### config.mk
export PLATFORM = sky130hd
export DESIGN_NAME = term_bus_capture
export DESIGN_NICKNAME = d
export VERILOG_FILES = /design/src/rtl/term_capture_pkg.sv /design/src/rtl/term_skid_buf.sv /design/src/rtl/term_bus_capture.sv
export SDC_FILE = /design/constraint.sdc
export NUM_CORES = 1
export LEC_CHECK = 0
export BUFFER_PORTS_ARGS = -buffer_cell sky130_fd_sc_hd__clkbuf_2
export CAP_MARGIN = 40
export CELL_PAD_IN_SITES_DETAIL_PLACEMENT = 1
export CELL_PAD_IN_SITES_GLOBAL_PLACEMENT = 1
export CORE_MARGIN = 8
export CORE_UTILIZATION = 40
export DETAILED_ROUTE_END_ITERATION = 10
export GPL_ROUTABILITY_DRIVEN = 0
export GPL_TIMING_DRIVEN = 0
export PLACE_DENSITY_LB_ADDON = 0.1
export SETUP_SLACK_MARGIN = 0.4
export SLEW_MARGIN = 5
export SYNTH_ARGS = -nofsm -noshare
export SYNTH_HDL_FRONTEND = slang
export SYNTH_HIERARCHICAL = 1
export SYNTH_SLANG_ARGS = --single-unit
### constraint.sdc
create_clock -name clk -period 1.4 [get_ports clk]
set_input_delay 0.07 -clock clk [delete_from_list [all_inputs] [get_ports clk]]
set_output_delay 0.07 -clock clk [all_outputs]
set_load 0.01 [all_outputs]
### src/rtl/term_capture_pkg.sv
// Shared types and helpers for the terminal bus capture block.
package term_capture_pkg;

  localparam int unsigned BUS_W = 32;
  localparam logic [BUS_W-1:0] DEFAULT_CONNECT_MASK = 32'h7FEF7FFE;

  typedef enum logic [1:0] {CAP_EMPTY, CAP_ONE, CAP_TWO} cap_state_e;

  // Connected lanes pass the port word; erased lanes take the fill value.
  function automatic logic [BUS_W-1:0] apply_mask(input logic [BUS_W-1:0] word,
                                                  input logic [BUS_W-1:0] mask,
                                                  input logic [BUS_W-1:0] fill);
    return (word & mask) | (fill & ~mask);
  endfunction

endpackage

### src/rtl/term_skid_buf.sv
// Two-entry valid/ready skid buffer; in_ready and out_valid are registered state decodes.
module term_skid_buf
  import term_capture_pkg::*;
#(
  parameter int unsigned   DW        = 32,
  parameter logic [DW-1:0] RESET_VAL = '0
) (
  input  logic          clk,
  input  logic          rst_n,
  input  logic [DW-1:0] in_data_i,
  input  logic          in_valid_i,
  output logic          in_ready_o,
  output logic [DW-1:0] out_data_o,
  output logic          out_valid_o,
  input  logic          out_ready_i
);

  cap_state_e    state_q;
  logic [DW-1:0] main_q;
  logic [DW-1:0] skid_q;
  logic          valid_q;
  logic          ready_q;

  // in_ready is high in EMPTY and ONE, so in_valid_i alone means an accept there.
  always_ff @(posedge clk or negedge rst_n) begin
    if (!rst_n) begin
      state_q <= CAP_EMPTY;
      main_q  <= RESET_VAL;
      skid_q  <= RESET_VAL;
      valid_q <= 1'b0;
      ready_q <= 1'b1;
    end else begin
      case (state_q)
        CAP_EMPTY: begin
          if (in_valid_i) begin
            main_q  <= in_data_i;
            state_q <= CAP_ONE;
            valid_q <= 1'b1;
          end
        end
        CAP_ONE: begin
          if (in_valid_i && out_ready_i) begin
            main_q <= in_data_i;
          end else if (in_valid_i) begin
            skid_q  <= in_data_i;
            state_q <= CAP_TWO;
            ready_q <= 1'b0;
          end else if (out_ready_i) begin
            state_q <= CAP_EMPTY;
            valid_q <= 1'b0;
          end
        end
        CAP_TWO: begin
          if (out_ready_i) begin
            main_q  <= skid_q;
            state_q <= CAP_ONE;
            ready_q <= 1'b1;
          end
        end
        default: begin
          state_q <= CAP_EMPTY;
          valid_q <= 1'b0;
          ready_q <= 1'b1;
        end
      endcase
    end
  end

  assign in_ready_o  = ready_q;
  assign out_valid_o = valid_q;
  assign out_data_o  = main_q;

endmodule

### src/rtl/term_bus_capture.sv
// Masked capture of a partially connected port bus with erased-lane activity monitor.
// Optional TERM_CAPTURE_PARITY_EN adds out_parity_o carried through the skid buffer.
module term_bus_capture
  import term_capture_pkg::*;
#(
  parameter int unsigned      WIDTH        = BUS_W,
  parameter logic [WIDTH-1:0] CONNECT_MASK = DEFAULT_CONNECT_MASK,
  parameter logic [WIDTH-1:0] FILL_VALUE   = '0,
  parameter int unsigned      CNT_W        = 16
) (
  input  logic             clk,
  input  logic             rst_n,
  input  logic [WIDTH-1:0] in_term_i,
  input  logic             in_valid_i,
  output logic             in_ready_o,
  output logic [WIDTH-1:0] out_net_o,
  output logic             out_valid_o,
  input  logic             out_ready_i,
  output logic             erased_toggle_o,
  input  logic             clr_sticky_i,
  output logic [CNT_W-1:0] word_cnt_o
`ifdef TERM_CAPTURE_PARITY_EN
  ,
  output logic             out_parity_o
`endif
);

  localparam logic [WIDTH-1:0] ERASE_MASK = ~CONNECT_MASK;
  localparam bit               HasErased  = |ERASE_MASK;

  logic [WIDTH-1:0] masked;
  logic             accept;

  assign masked = apply_mask(in_term_i, CONNECT_MASK, FILL_VALUE);
  assign accept = in_valid_i & in_ready_o;

`ifdef TERM_CAPTURE_PARITY_EN
  localparam int unsigned PW = WIDTH + 1;
`else
  localparam int unsigned PW = WIDTH;
`endif

  logic [PW-1:0] payload;
  logic [PW-1:0] buf_data;

`ifdef TERM_CAPTURE_PARITY_EN
  // Parity travels with the word so it can never lag out_net_o.
  assign payload      = {^(masked & CONNECT_MASK), masked};
  assign out_net_o    = buf_data[WIDTH-1:0];
  assign out_parity_o = buf_data[WIDTH];
`else
  assign payload   = masked;
  assign out_net_o = buf_data;
`endif

  term_skid_buf #(
    .DW        (PW),
    .RESET_VAL (PW'(FILL_VALUE))
  ) u_skid (
    .clk         (clk),
    .rst_n       (rst_n),
    .in_data_i   (payload),
    .in_valid_i  (in_valid_i),
    .in_ready_o  (in_ready_o),
    .out_data_o  (buf_data),
    .out_valid_o (out_valid_o),
    .out_ready_i (out_ready_i)
  );

  logic [WIDTH-1:0] snap_q, snap_d;
  logic             snap_vld_q, snap_vld_d;
  logic             sticky_q, sticky_d;
  logic [CNT_W-1:0] cnt_q, cnt_d;
  logic [WIDTH-1:0] erased_bits;
  logic             toggle_set;

  assign erased_bits = in_term_i & ERASE_MASK;
  // First accept after reset only primes the snapshot.
  assign toggle_set  = HasErased && accept && snap_vld_q && (erased_bits != snap_q);

  always_comb begin
    snap_d     = snap_q;
    snap_vld_d = snap_vld_q;
    sticky_d   = sticky_q;
    cnt_d      = cnt_q;
    if (accept) begin
      snap_d     = erased_bits;
      snap_vld_d = 1'b1;
      cnt_d      = cnt_q + CNT_W'(1);
    end
    if (toggle_set) begin
      sticky_d = 1'b1;
    end else if (clr_sticky_i) begin
      sticky_d = 1'b0;
    end
  end

  always_ff @(posedge clk or negedge rst_n) begin
    if (!rst_n) begin
      snap_q     <= '0;
      snap_vld_q <= 1'b0;
      sticky_q   <= 1'b0;
      cnt_q      <= '0;
    end else begin
      snap_q     <= snap_d;
      snap_vld_q <= snap_vld_d;
      sticky_q   <= sticky_d;
      cnt_q      <= cnt_d;
    end
  end

  assign erased_toggle_o = sticky_q;
  assign word_cnt_o      = cnt_q;

endmodule

Word level (Yosys, flattened, before mapping)
Cells that the tools add are included.
Storage, ports and cells
  bits in registers: 86
  input bits: 37
  word-level logic and storage cells: 57
Cells by class
  $add $sub $neg: 1
  equal/unequal tests: 11
  mux-type cells: 21
  bitwise logic cells: 4
  reduce and logical (&&, ||, !) cells: 11
Operator list (number)
  $mux W32: 3
  $pmux W32 S3: 1
  $add A16 B1 Y16 const B: 1
  $ne A2 B2 Y1 const B: 6
  $reduce_and A4 Y1: 3
  $mux W2: 5
  $mux W1: 9
  $pmux W1 S3: 2
  $pmux W2 S3: 1
  $reduce_and A5 Y1: 1
  $ne A4 B4 Y1: 1
  $logic_and A1 B1 Y1: 3
  $ne A3 B3 Y1 const B: 1
  $not A1 Y1: 3
  $reduce_and A3 Y1: 1
  $reduce_bool A3 Y1: 1
  $eq A2 B1 Y1 const B: 1
  $eq A2 B2 Y1 const B: 1
  $logic_not A2 Y1: 1
  $ne A2 B1 Y1 const B: 1
  $reduce_bool A2 Y1: 1
  $and A1 B1 Y1: 1

Depth between registers and ports, before layout
Gate-level depths: netlist of run 1.
  word-level depth: 4
  gate-level depth with buffers: 5
  depth with buffers taken out: 5

Hierarchy
Netlist of run 1, hierarchy kept.
By module, submodules not included
  term_skid_buf: instances 1, cells an instance 193, area an instance 3270.6 um2, sequential area each 1702.9 um2
  term_bus_capture: instances 1, cells an instance 77, area an instance 962.2 um2, sequential area each 550.5 um2

Worst setup path before layout of run 1
Ideal clock, no wire load.
  path type: flip-flop to flip-flop
  start point: register u_skid.state_q[1]
  end point: register u_skid.main_q[1] (netlist: u_skid/out_data_o[1])
  arrival: 1.386 ns
  required time: 1.275 ns
  setup slack: -0.111 ns
  cell stages (with the launch flop): 6
  path buffers: 2
  clock period less this slack: 1.511 ns
  path through: dfrtp_1 -> nor2b_4 -> buf_6 -> buf_12 -> mux2_4 -> mux2_4
On the way
  word-level cells in the longest chain between the ends: 3
  elaborated cells on any way between the ends: 9
  classes of those cells: eq/ne: 5; mux: 1; reduce/logical: 3
RTL lines
  start: declaration: RTL line term_skid_buf.sv:18  | cap_state_e state_q;
  start signal: assignment: RTL line term_skid_buf.sv:27  | state_q <= CAP_EMPTY;
  start signal: assignment: RTL line term_skid_buf.sv:37  | state_q <= CAP_ONE;
  start signal: assignment: RTL line term_skid_buf.sv:46  | state_q <= CAP_TWO;
  $eq A2 B1 Y1 (tied with other cells): RTL line term_skid_buf.sv:33  | case (state_q)
  $ne A2 B1 Y1 (no source line) (tied with other cells)
  $reduce_and A4 Y1 (no source line)
  end signal: assignment: RTL line term_skid_buf.sv:36  | main_q <= in_data_i;
  end signal: assignment: RTL line term_skid_buf.sv:43  | main_q <= in_data_i;
  end signal: assignment: RTL line term_skid_buf.sv:55  | main_q <= skid_q;
  end: declaration: RTL line term_skid_buf.sv:19  | logic [DW-1:0] main_q;
Several ways; a longest one is shown, not always the timed one.
A chain may end at the register's enable or synchronous reset.

Final worst setup path of run 1
  start point: register u_skid.state_q[1]
  end point: register u_skid.main_q[29] (netlist: u_skid/out_data_o[29])
The elaborated chain is that of the path after synthesis.

==> metrics, run 1 <==
Worst-path clk slew=90 ps; FF-to-FF Start=u_skid/state_q[1]; clock sink count=90; Final Cell Area=6425 um^2; Iter 0 DRT Violations=~110; Worst EP arrival=approximately 1800 ps; row count=37; layout net count=509; Max Fclk=about 0.65 GHz; Core ar.=10320 um^2; CP startpoint=u_skid/state_q[1]; Setup Viol. Count Final=77; post-synthesis sequential area ratio=0.5324; Synthesis Warnings=6; global-route wire length before repair=17550 um; Placed Area=5057 um^2; most common cell after layout, fill and taps aside=mux2_4; Die Area=14130 um^2; Hold Path Origin=out_ready_i; Initial Util=0.4100; Period Utilization, post-route=1.103; number of placed instances, taps included=501; syn avg cell area=15.68 um^2; total of max-cap violations=0; Die W=118.9 um; vias in the first global route=3331; PD cells=roughly 1700 nW/um^2; Critical Path Slowest Stage Cell=dfrtp_2; post-route DRC violation count=0; cells along the critical path=nand2b_4 > o21ai_4 > buf_8 > mux2_1; ANT nets after route=0; Layout area overhead=51.79%; Crit Path Class=reg -> reg; critical path's largest stage delay=450 ps; Skew-Pair Late Insertion Delay=360 ps; Post-DP HPWL=6271 um; initial antenna violation count=0; setup ws final=-143.8 ps; maximum VDD drop=1.068 mV; GRT Total Usage=0.1535; gr ovfl total=0; Post-Layout Cell Count=611; layout cells sized above 1=0.6421; Initial DRT Pass Iterations=4; Worst Skew=15.51 ps; Vias/cell=4.664; I/O Buffers=87; largest net degree at the start of global routing=54; Critical Path Sink Type=flip-flop; Hold Path Class=in -> reg; endpoints failing hold=0; Vias=~2900; WP data required=1640 ps; Yosys reg bits=90; total CTS buffers=9; Die H=118.9 um; Netlist cell types=38; leakage power=between 3 and 4 nW; Routed WL per cell=17.78 um; IO Pins=88; TritonCTS clock tree=built; max-slew violation count=0; most frequent cells in the layout=mux2_4, dfrtp_1, clkbuf_2; failing checks=setup timing; Root Buffer Master=clkbuf_8; run status=complete, but fails checks; Mapped Cells=270; crit path max fanout=10; WL final=10860 um; RSZ-0062 raised after global routing=true; Tmin final=1544 ps; worst-case clock buffer depth=2; H-tree lvl count=3; crit start category=flip-flop; n_diodes=0; post-synthesis cell area=about 4200 um^2
==> state kept, by name, indices dropped and copies added (netlist names) <==
signal / cells
u_skid/out_data_o: 32
u_skid/skid_q: 32
word_cnt_o: 16
snap_q: 4
u_skid/state_q: 2
erased_toggle_o: 1
snap_vld_q: 1
u_skid/in_ready_o: 1
u_skid/out_valid_o: 1
==> area by class of cell <==
type	count	area (um^2)
Tap cell	136	170.2
Clock inverter	6	91.34
Multi-Input combinational cell	172	2100
Buffer	11	192.7
Clock buffer	9	123.9
Fill cell	991	3899
Timing Repair Buffer	183	1473
Inverter	4	15.01
Sequential cell	90	2260
==> logic make-up after synthesis <==
| logic type | Yosys count | synth area share |
|---|---|---|
| multiplexers | 102 | 0.3225 |
| flip-flops | 90 | 0.5324 |
| AND/OR/NAND/NOR | 33 | 0.05114 |
| XOR/XNOR | 19 | 0.03931 |
| buffers and inverters | 15 | 0.03547 |
| AO/OA/AOI/OAI | 9 | 0.01537 |
| adder cells (fa/ha/maj) | 1 | 0.002955 |
| other | 1 | 0.0008859 |
==> final timing paths <==
| kind | to | slack [ps] | depth (start not counted) |
|---|---|---|---|
| max in group asynchronous | u_skid/skid_q[26] | 620 | 3 |
| hold reg to reg | snap_vld_q | 500 | 1 |
| hold / removal | u_skid/in_ready_o | 80 | 2 |
| min in group asynchronous | u_skid/out_data_o[16] | 170 | 2 |
| setup / recovery | u_skid/out_data_o[29] | -140 | 4 |
| setup reg to reg | u_skid/out_data_o[29] | -140 | 4 |
==> power by group <==
part           leakage (nW)  internal [W]  switching, W
registers              1.07       0.00356      0.000651
logic                  1.95       0.00288       0.00159
clock network        0.0979       0.00100      0.000959
==> Yosys cell counts, drive strengths merged <==
cell type,n,area (um^2)
and3,2,12.51
dfrtp,89,2227
o22ai,2,12.51
nand3,8,40.04
conb,1,3.750
nand4,3,18.77
mux2i,1,10.01
mux2,101,1355
nor2,4,15.01
o21ai,2,13.76
xor2,7,61.31
and2,1,6.260
a21boi,1,7.510
nor4,2,27.53
o211ai,1,7.510
buf,11,135.1
dfstp,1,26.28
nand3b,1,7.510
ha,1,12.51
a21o,1,7.510
or2b,1,7.510
nand2,5,26.27
a21oi,1,5.000
o32a,1,11.26
nor2b,3,33.79
inv,4,15.01
xnor2,12,105.1
nor3,2,15.01
nand2b,1,6.260
==> timing repair <==
item / in CTS / in global routing
cloned: 0 / 3
buffers inserted: 31 / 27
gates resized for setup: 39 / 42
setup endpoints to repair: 106 / 179
hold endpoints to repair: 69 / 0
pin swaps: 17 / 10
hold buffers: 34 / 0
==> per-stage QoR <==
step	power, W	TNS (ps)	util	worst slack [ps]	hold slack, ps
floorplan	0.006328	-4771	-	-111.3	-225.6
global placement	0.007237	-97180	0.4870	-1120	271.5
detailed placement	0.007357	-15330	0.4899	-330.4	128.7
CTS	0.01013	-7833	0.5868	-150.6	57.15
global route	0.01122	-12820	0.6223	-226.9	82.38
finish	0.01064	-7996	0.6223	-143.8	77.33
==> metal layers <==
metal | track usage | wire, um
met3 | 0.04440 | 466
met5 | 0 | 0
met1 | 0.1814 | 4652
met4 | 0.04743 | 131
met2 | 0.2646 | 5614
==> critical path: cells and delay by family, from the launching register on <==
kind	cells	cell delay, ps
buffers and inverters	1	210
muxes	1	340
AOI/OAI and AO/OA	1	270
and+or+nand+nor	1	160
DFF	1	450
No activity file was read; power rests on OpenSTA's default activity.
==> inputs of run 2 (changes only) <==
Settings changed: CELL_PAD_IN_SITES_DETAIL_PLACEMENT 1 to not set, CELL_PAD_IN_SITES_GLOBAL_PLACEMENT 1 to not set, PLACE_DENSITY_LB_ADDON 0.1 to not set.
==> run 2 against run 1 <==
The run still ends with setup timing left. Power about the same. Global-route usage fell by 1.7 points. Via count up 1.8%. Final cell count up 1.6%. Count of clock-buffer cells in the layout rose by 1. Non-clock buffer count rose by 9. Die area did not move. Critical path type unchanged.
==> metrics, run 2 (same netlist as run 1, synthesis figures left out) <==
Iter 0 DRT Violations=78 (was 111); largest net degree at the start of global routing=46 (was 54); WHS Path Cells=2 (unchanged); setup TNS=-8457 ps (was -7996 ps); WP data required=1650 ps (was 1640 ps); Initial DRT Pass Iterations=4 (unchanged); Core ar.=10320 um^2 (unchanged); P_int=0.007406 W (was 0.007440 W); I/O Buffers=87 (unchanged); WHS Endpoint=u_skid/in_ready_o (unchanged); Post-DP HPWL=5810 um (was 6271 um); failing checks=setup timing (unchanged); GRT met2 Usage=0.2239 (was 0.2646); worst-case clock buffer depth=2 (unchanged); PD cells=1604 nW/um^2 (was 1656 nW/um^2); Vias/cell=4.671 (was 4.664); maximum VDD drop=1.146 mV (was 1.068 mV); Skew-Pair Late Insertion Delay=360 ps (about the same); Setup Viol. Count Final=79 (was 77); post-route DRC violation count=0 (unchanged); clock sink count=90 (unchanged); Die H=118.9 um (unchanged); initial antenna violation count=0 (unchanged); total of max-cap violations=0 (unchanged); Final Cell Area=6635 um^2 (was 6425 um^2); Worst R2R Path Depth=6 (was 4); run status=complete, but fails checks (unchanged); ANT nets after route=0 (unchanged); row count=37 (unchanged); RR Endpoint=u_skid/skid_q[8] (was u_skid/out_data_o[29]); layout net count=518 (was 509); Hold Path Class=in -> reg (unchanged); Psw=0.003239 W (was 0.003197 W); Placed Area=5085 um^2 (was 5057 um^2); TritonCTS clock tree=built (unchanged); Critical Path Sink Type=flip-flop (unchanged); Period Utilization, post-route=1.119 (was 1.103); vias in the first global route=3152 (was 3331); Comb pwr share=0.449 (was 0.419); Crit Path Class=reg -> reg (unchanged); max-slew violation count=0 (unchanged); Max Fclk=0.6381 GHz (was 0.6477 GHz); n_diodes=0 (unchanged); Vias=2901 (was 2850); Routed WL per cell=15.93 um (was 17.78 um); Reg2Reg Setup Slack=-170 ps (was -140 ps); endpoints failing hold=0 (unchanged); most frequent cells in the layout=mux2_4, dfrtp_1, clkbuf_2 (unchanged); layout cells sized above 1=0.6577 (was 0.6421); WL final=9893 um (was 10860 um); Post-Layout Cell Count=621 (was 611); met1 GRT Util=0.1688 (was 0.1814); most common cell after layout, fill and taps aside=mux2_4 (unchanged); sequential share of power=0.395 (was 0.396); crit path max fanout=5 (was 10); Initial Util=0.4100 (unchanged); Die W=118.9 um (unchanged); total CTS buffers=9 (unchanged); Tmin final=1567 ps (was 1544 ps); setup ws final=-167.2 ps (was -143.8 ps); Switching Fraction=0.3043 (was 0.3006); IO Pins=88 (unchanged); met3 Use GR=0.05102 (was 0.04440); FF-to-FF Start=u_skid/state_q[0] (was u_skid/state_q[1]); power consumption=0.01065 W (was 0.01064 W); Die Area=14130 um^2 (unchanged); Worst Skew=15.86 ps (was 15.51 ps); RSZ-0062 raised after global routing=true (unchanged); number of placed instances, taps included=502 (was 501); Root Buffer Master=clkbuf_8 (unchanged); Hold Path Origin=out_ready_i (unchanged); Worst EP arrival=1820 ps (was 1780 ps); crit start category=flip-flop (unchanged); global-route wire length before repair=15950 um (was 17550 um); Clock Power Share=0.156 (was 0.184); Worst-path clk slew=100 ps (was 90 ps); Layout area overhead=56.75% (was 51.79%); gr ovfl total=0 (unchanged); GRT Total Usage=0.1363 (was 0.1535); leakage power=3.228 nW (was 3.124 nW); Top Usage Layer GRT=met2 (unchanged); H-tree lvl count=3 (unchanged)
run 2: changes by cell type in the layout (fill, tap and decap cells not counted), sizes merged:
cell and change:
bufinv -2, buf +14, inv +1, clkinv +1, clkbuf -4
run 2: per-stage QoR:
stage | util | hold slack, ps | worst slack (ps)
floorplan | - | -225.6 | -111.3
global placement | 0.4870 | 271.9 | -1091
detailed placement | 0.4925 | 129.2 | -309.1
CTS | 0.5946 | 45.68 | -154.4
global route | 0.6427 | 57.77 | -241.7
finish | 0.6427 | 60.10 | -167.2
run 2: how the worst max path moves through the flow:
stage                                  from               endpoint  slack (ps)  cells past startpoint
after floorplan           u_skid/state_q[1]   u_skid/out_data_o[1]        -110                      5
after global placement                rst_n          word_cnt_o[5]       -1090                      1
after detailed placement  u_skid/state_q[0]  u_skid/out_data_o[29]        -310                      4
after CTS                 u_skid/state_q[0]  u_skid/out_data_o[23]        -150                      5
after global routing          word_cnt_o[0]         word_cnt_o[14]        -240                      5
final                     u_skid/state_q[0]       u_skid/skid_q[8]        -170                      6
run 2: repair_timing:
item,4_1_cts,5_1_grt
endpoints found under the setup margin,103,127
gates resized for setup,55,58
cloned,2,3
hold buffers,34,0
pin swaps,11,12
setup buffers,30,34
endpoints found under the hold margin,123,0
run 2: critical path: stages (launching register included):
cell	delay [ps]
dfrtp_2	440
nor2b_4	150
and2_4	160
buf_12	130
buf_12	120
clkbuf_16	150
mux2_4	290
run 2: routing by layer:
| layer | up-vias | part of all wire |
|---|---|---|
| li1 | 1359 | - |
| met1 | 1476 | 0.45 |
| met2 | 60 | 0.50 |
| met3 | 6 | 0.052 |
| met4 | 0 | 0.0052 |
| met5 | - | 0 |
run 2: area by class of cell:
type	instances	area, um^2
flip-flops and latches	90	2260
repair buffers	192	1637
well taps	136	170.2
fillers	786	3689
clock inverters	6	51.30
inverters	4	15.01
clock buffers	10	127.6
plain buffers	11	215.2
multi-input cells	172	2160
run 2: power by group through the flow:
stage / combinational, W / clock [W] / sequential [W]
after floorplan: 0.00200 / 0 / 0.00433
after global placement: 0.00303 / 0 / 0.00419
after detailed placement: 0.00310 / 0 / 0.00423
after CTS: 0.00405 / 0.00174 / 0.00418
after global routing: 0.00512 / 0.00183 / 0.00432
final: 0.00478 / 0.00166 / 0.00420
==> inputs of run 3 (changes only) <==
Settings changed: RECOVER_POWER set to 50, SLEW_MARGIN 5 to not set.
==> run 3 against run 2 <==
Cell area is 0.60% lower. Sequential power hardly changed. Hold slack better by 0.62 ps. The run still ends with setup timing left. Count of clock-buffer cells in the layout stayed put. Routed wire length is 0.28% lower. Die area stayed put. Largest power group unchanged. Clock power hardly changed. Sequential cell count stayed put. Non-clock buffer count stayed put. Utilization is 0.39 points lower. Via count is 0.38% lower. Global-route usage stayed put.
==> metrics, run 3 (same netlist as run 1, synthesis figures left out) <==
max-slew violation count=0 (unchanged); crit-path leading delay family=flip-flops (unchanged); met1 GRT Util=0.1688 (unchanged); setup ws final=-166.7 ps (was -167.2 ps); Critical Path Slowest Stage Cell=dfrtp_2 (unchanged); initial antenna violation count=0 (unchanged); GRT Total Usage=0.1363 (unchanged); met3 Use GR=0.05102 (unchanged); Place WS=-309.1 ps (unchanged); Vias=2890 (was 2901); clock sink count=90 (unchanged); leakage power=3.212 nW (was 3.228 nW); Top Usage Layer GRT=met2 (unchanged); Tmin final=1567 ps (about the same); Vias/cell=4.654 (was 4.671); Max Fclk=0.6383 GHz (was 0.6381 GHz); Worst-path clk slew=100 ps (about the same); post-route DRC violation count=0 (unchanged); Routed WL per cell=15.89 um (was 15.93 um); IO Pins=88 (unchanged); Skew-Pair Late Insertion Delay=360 ps (about the same); slew margin rel.=0.5798; worst-case clock buffer depth=2 (unchanged); Period Utilization, post-route=1.119 (about the same); Setup Viol. Count Final=79 (unchanged); hold_ws=60.72 ps (was 60.10 ps); total CTS buffers=9 (unchanged); PD cells=1611 nW/um^2 (was 1604 nW/um^2); Initial DRT Pass Iterations=4 (unchanged); Die Area=14130 um^2 (unchanged); Crit Path Class=reg -> reg (unchanged); Worst EP arrival=1820 ps (about the same); Die W=118.9 um (unchanged); vias in the first global route=3152 (unchanged); Worst Skew=14.99 ps (was 15.86 ps); Initial Util=0.4100 (unchanged); WL final=9865 um (was 9893 um); row count=37 (unchanged); Tightest Pin Transition=630.3 ps; failing checks=setup timing (unchanged); RSZ-0062 raised after global routing=true (unchanged); ANT nets after route=0 (unchanged); WHS Path Cells=2 (unchanged); global-route wire length before repair=15950 um (unchanged); Post-DP HPWL=5810 um (unchanged); Hold Path Class=in -> reg (unchanged); critical path's largest stage delay=440 ps (about the same); Worst path most repeated cell=buf_12 (unchanged); largest net degree at the start of global routing=46 (unchanged); layout net count=518 (unchanged); Root Buffer Master=clkbuf_8 (unchanged); total of max-cap violations=0 (unchanged); most common cell after layout, fill and taps aside=mux2_4 (unchanged); gr ovfl total=0 (unchanged); WP data required=1650 ps (about the same); stages on the worst setup path=6 (unchanged); Critical Path Sink Type=flip-flop (unchanged); Core ar.=10320 um^2 (unchanged); GRT met2 Usage=0.2239 (unchanged); cells along the critical path=nor2b_4 > and2_4 > buf_12 > buf_12 > clkbuf_16 > mux2_4 (unchanged); I/O Buffers=87 (unchanged); WP buf/inv=3 (unchanged); maximum VDD drop=1.144 mV (was 1.146 mV); Iter 0 DRT Violations=87 (was 78); setup TNS=-8504 ps (was -8457 ps); Worst R2R Path Depth=6 (unchanged); layout cells sized above 1=0.6577 (unchanged); most frequent cells in the layout=mux2_4, dfrtp_1, clkbuf_2 (unchanged); n_diodes=0 (unchanged); H-tree lvl count=3 (unchanged); Layout area overhead=55.81% (was 56.75%); crit path max fanout=5 (unchanged); run status=complete, but fails checks (unchanged); crit start category=flip-flop (unchanged); Die H=118.9 um (unchanged); endpoints failing hold=0 (unchanged); TritonCTS clock tree=built (unchanged)
==> run 3: cell count changes in the layout (fill, tap and decap cells not counted) <==
cell	previous run	this run
clkbuf_4	1	3
buf_16	4	2
==> run 3: stage by stage <==
step | power, W | cell area (um^2) | utilization | instances
3_5_place_dp | 0.007333 | 5085 | 0.4925 | 502
4_1_cts | 0.009960 | 6138 | 0.5946 | 584
5_1_grt | 0.01126 | 6595 | 0.6388 | 621
2_1_floorplan | 0.006328 | 4422 | - | 277
6_report | 0.01063 | 6595 | 0.6388 | 621
3_3_place_gp | 0.007227 | 5027 | 0.4870 | 500
==> run 3: routing by layer <==
metal  part of all wire  wire length, um  vias up
met5                  0                0        -
li1                   -                -     1360
met1               0.44             4330     1467
met2               0.50             4977       59
met4             0.0047               46        0
met3              0.052              510        4
==> run 3: layout make-up <==
type	count	area, um^2
buffer	11	215.2
clock buffer	10	127.6
clock inverter	6	51.30
fill	790	3729
inverter	4	15.01
multi-input combinational	172	2160
sequential	90	2260
tap	136	170.2
timing repair buffer	192	1597
==> run 3: path summary, 6_finish.rpt <==
kind,start,end,slack (ps)
worst max-delay path,u_skid/state_q[0],u_skid/skid_q[9],-170
worst min-delay path,out_ready_i,u_skid/in_ready_o,60
worst max register to register,u_skid/state_q[0],u_skid/skid_q[9],-170
worst min register to register,word_cnt_o[13],word_cnt_o[13],480
max in group asynchronous,rst_n,u_skid/state_q[1],520
min in group asynchronous,rst_n,u_skid/out_data_o[11],390
==> run 3: repair_timing <==
action                                 CTS  global route
buffers inserted                        30            34
resized for setup                       55            58
cloned                                   2             3
pin swaps                               11            12
hold buffers                            34             0
setup endpoints to repair              103           127
endpoints found under the hold margin  123             0
==> run 3: power breakdown <==
part	total, W	switching (W)	leakage [nW]	internal (W)
Clock	0.00166	0.000993	0.0810	0.000668
Combinational	0.00476	0.00160	2.06	0.00317
Sequential	0.00420	0.000644	1.07	0.00356
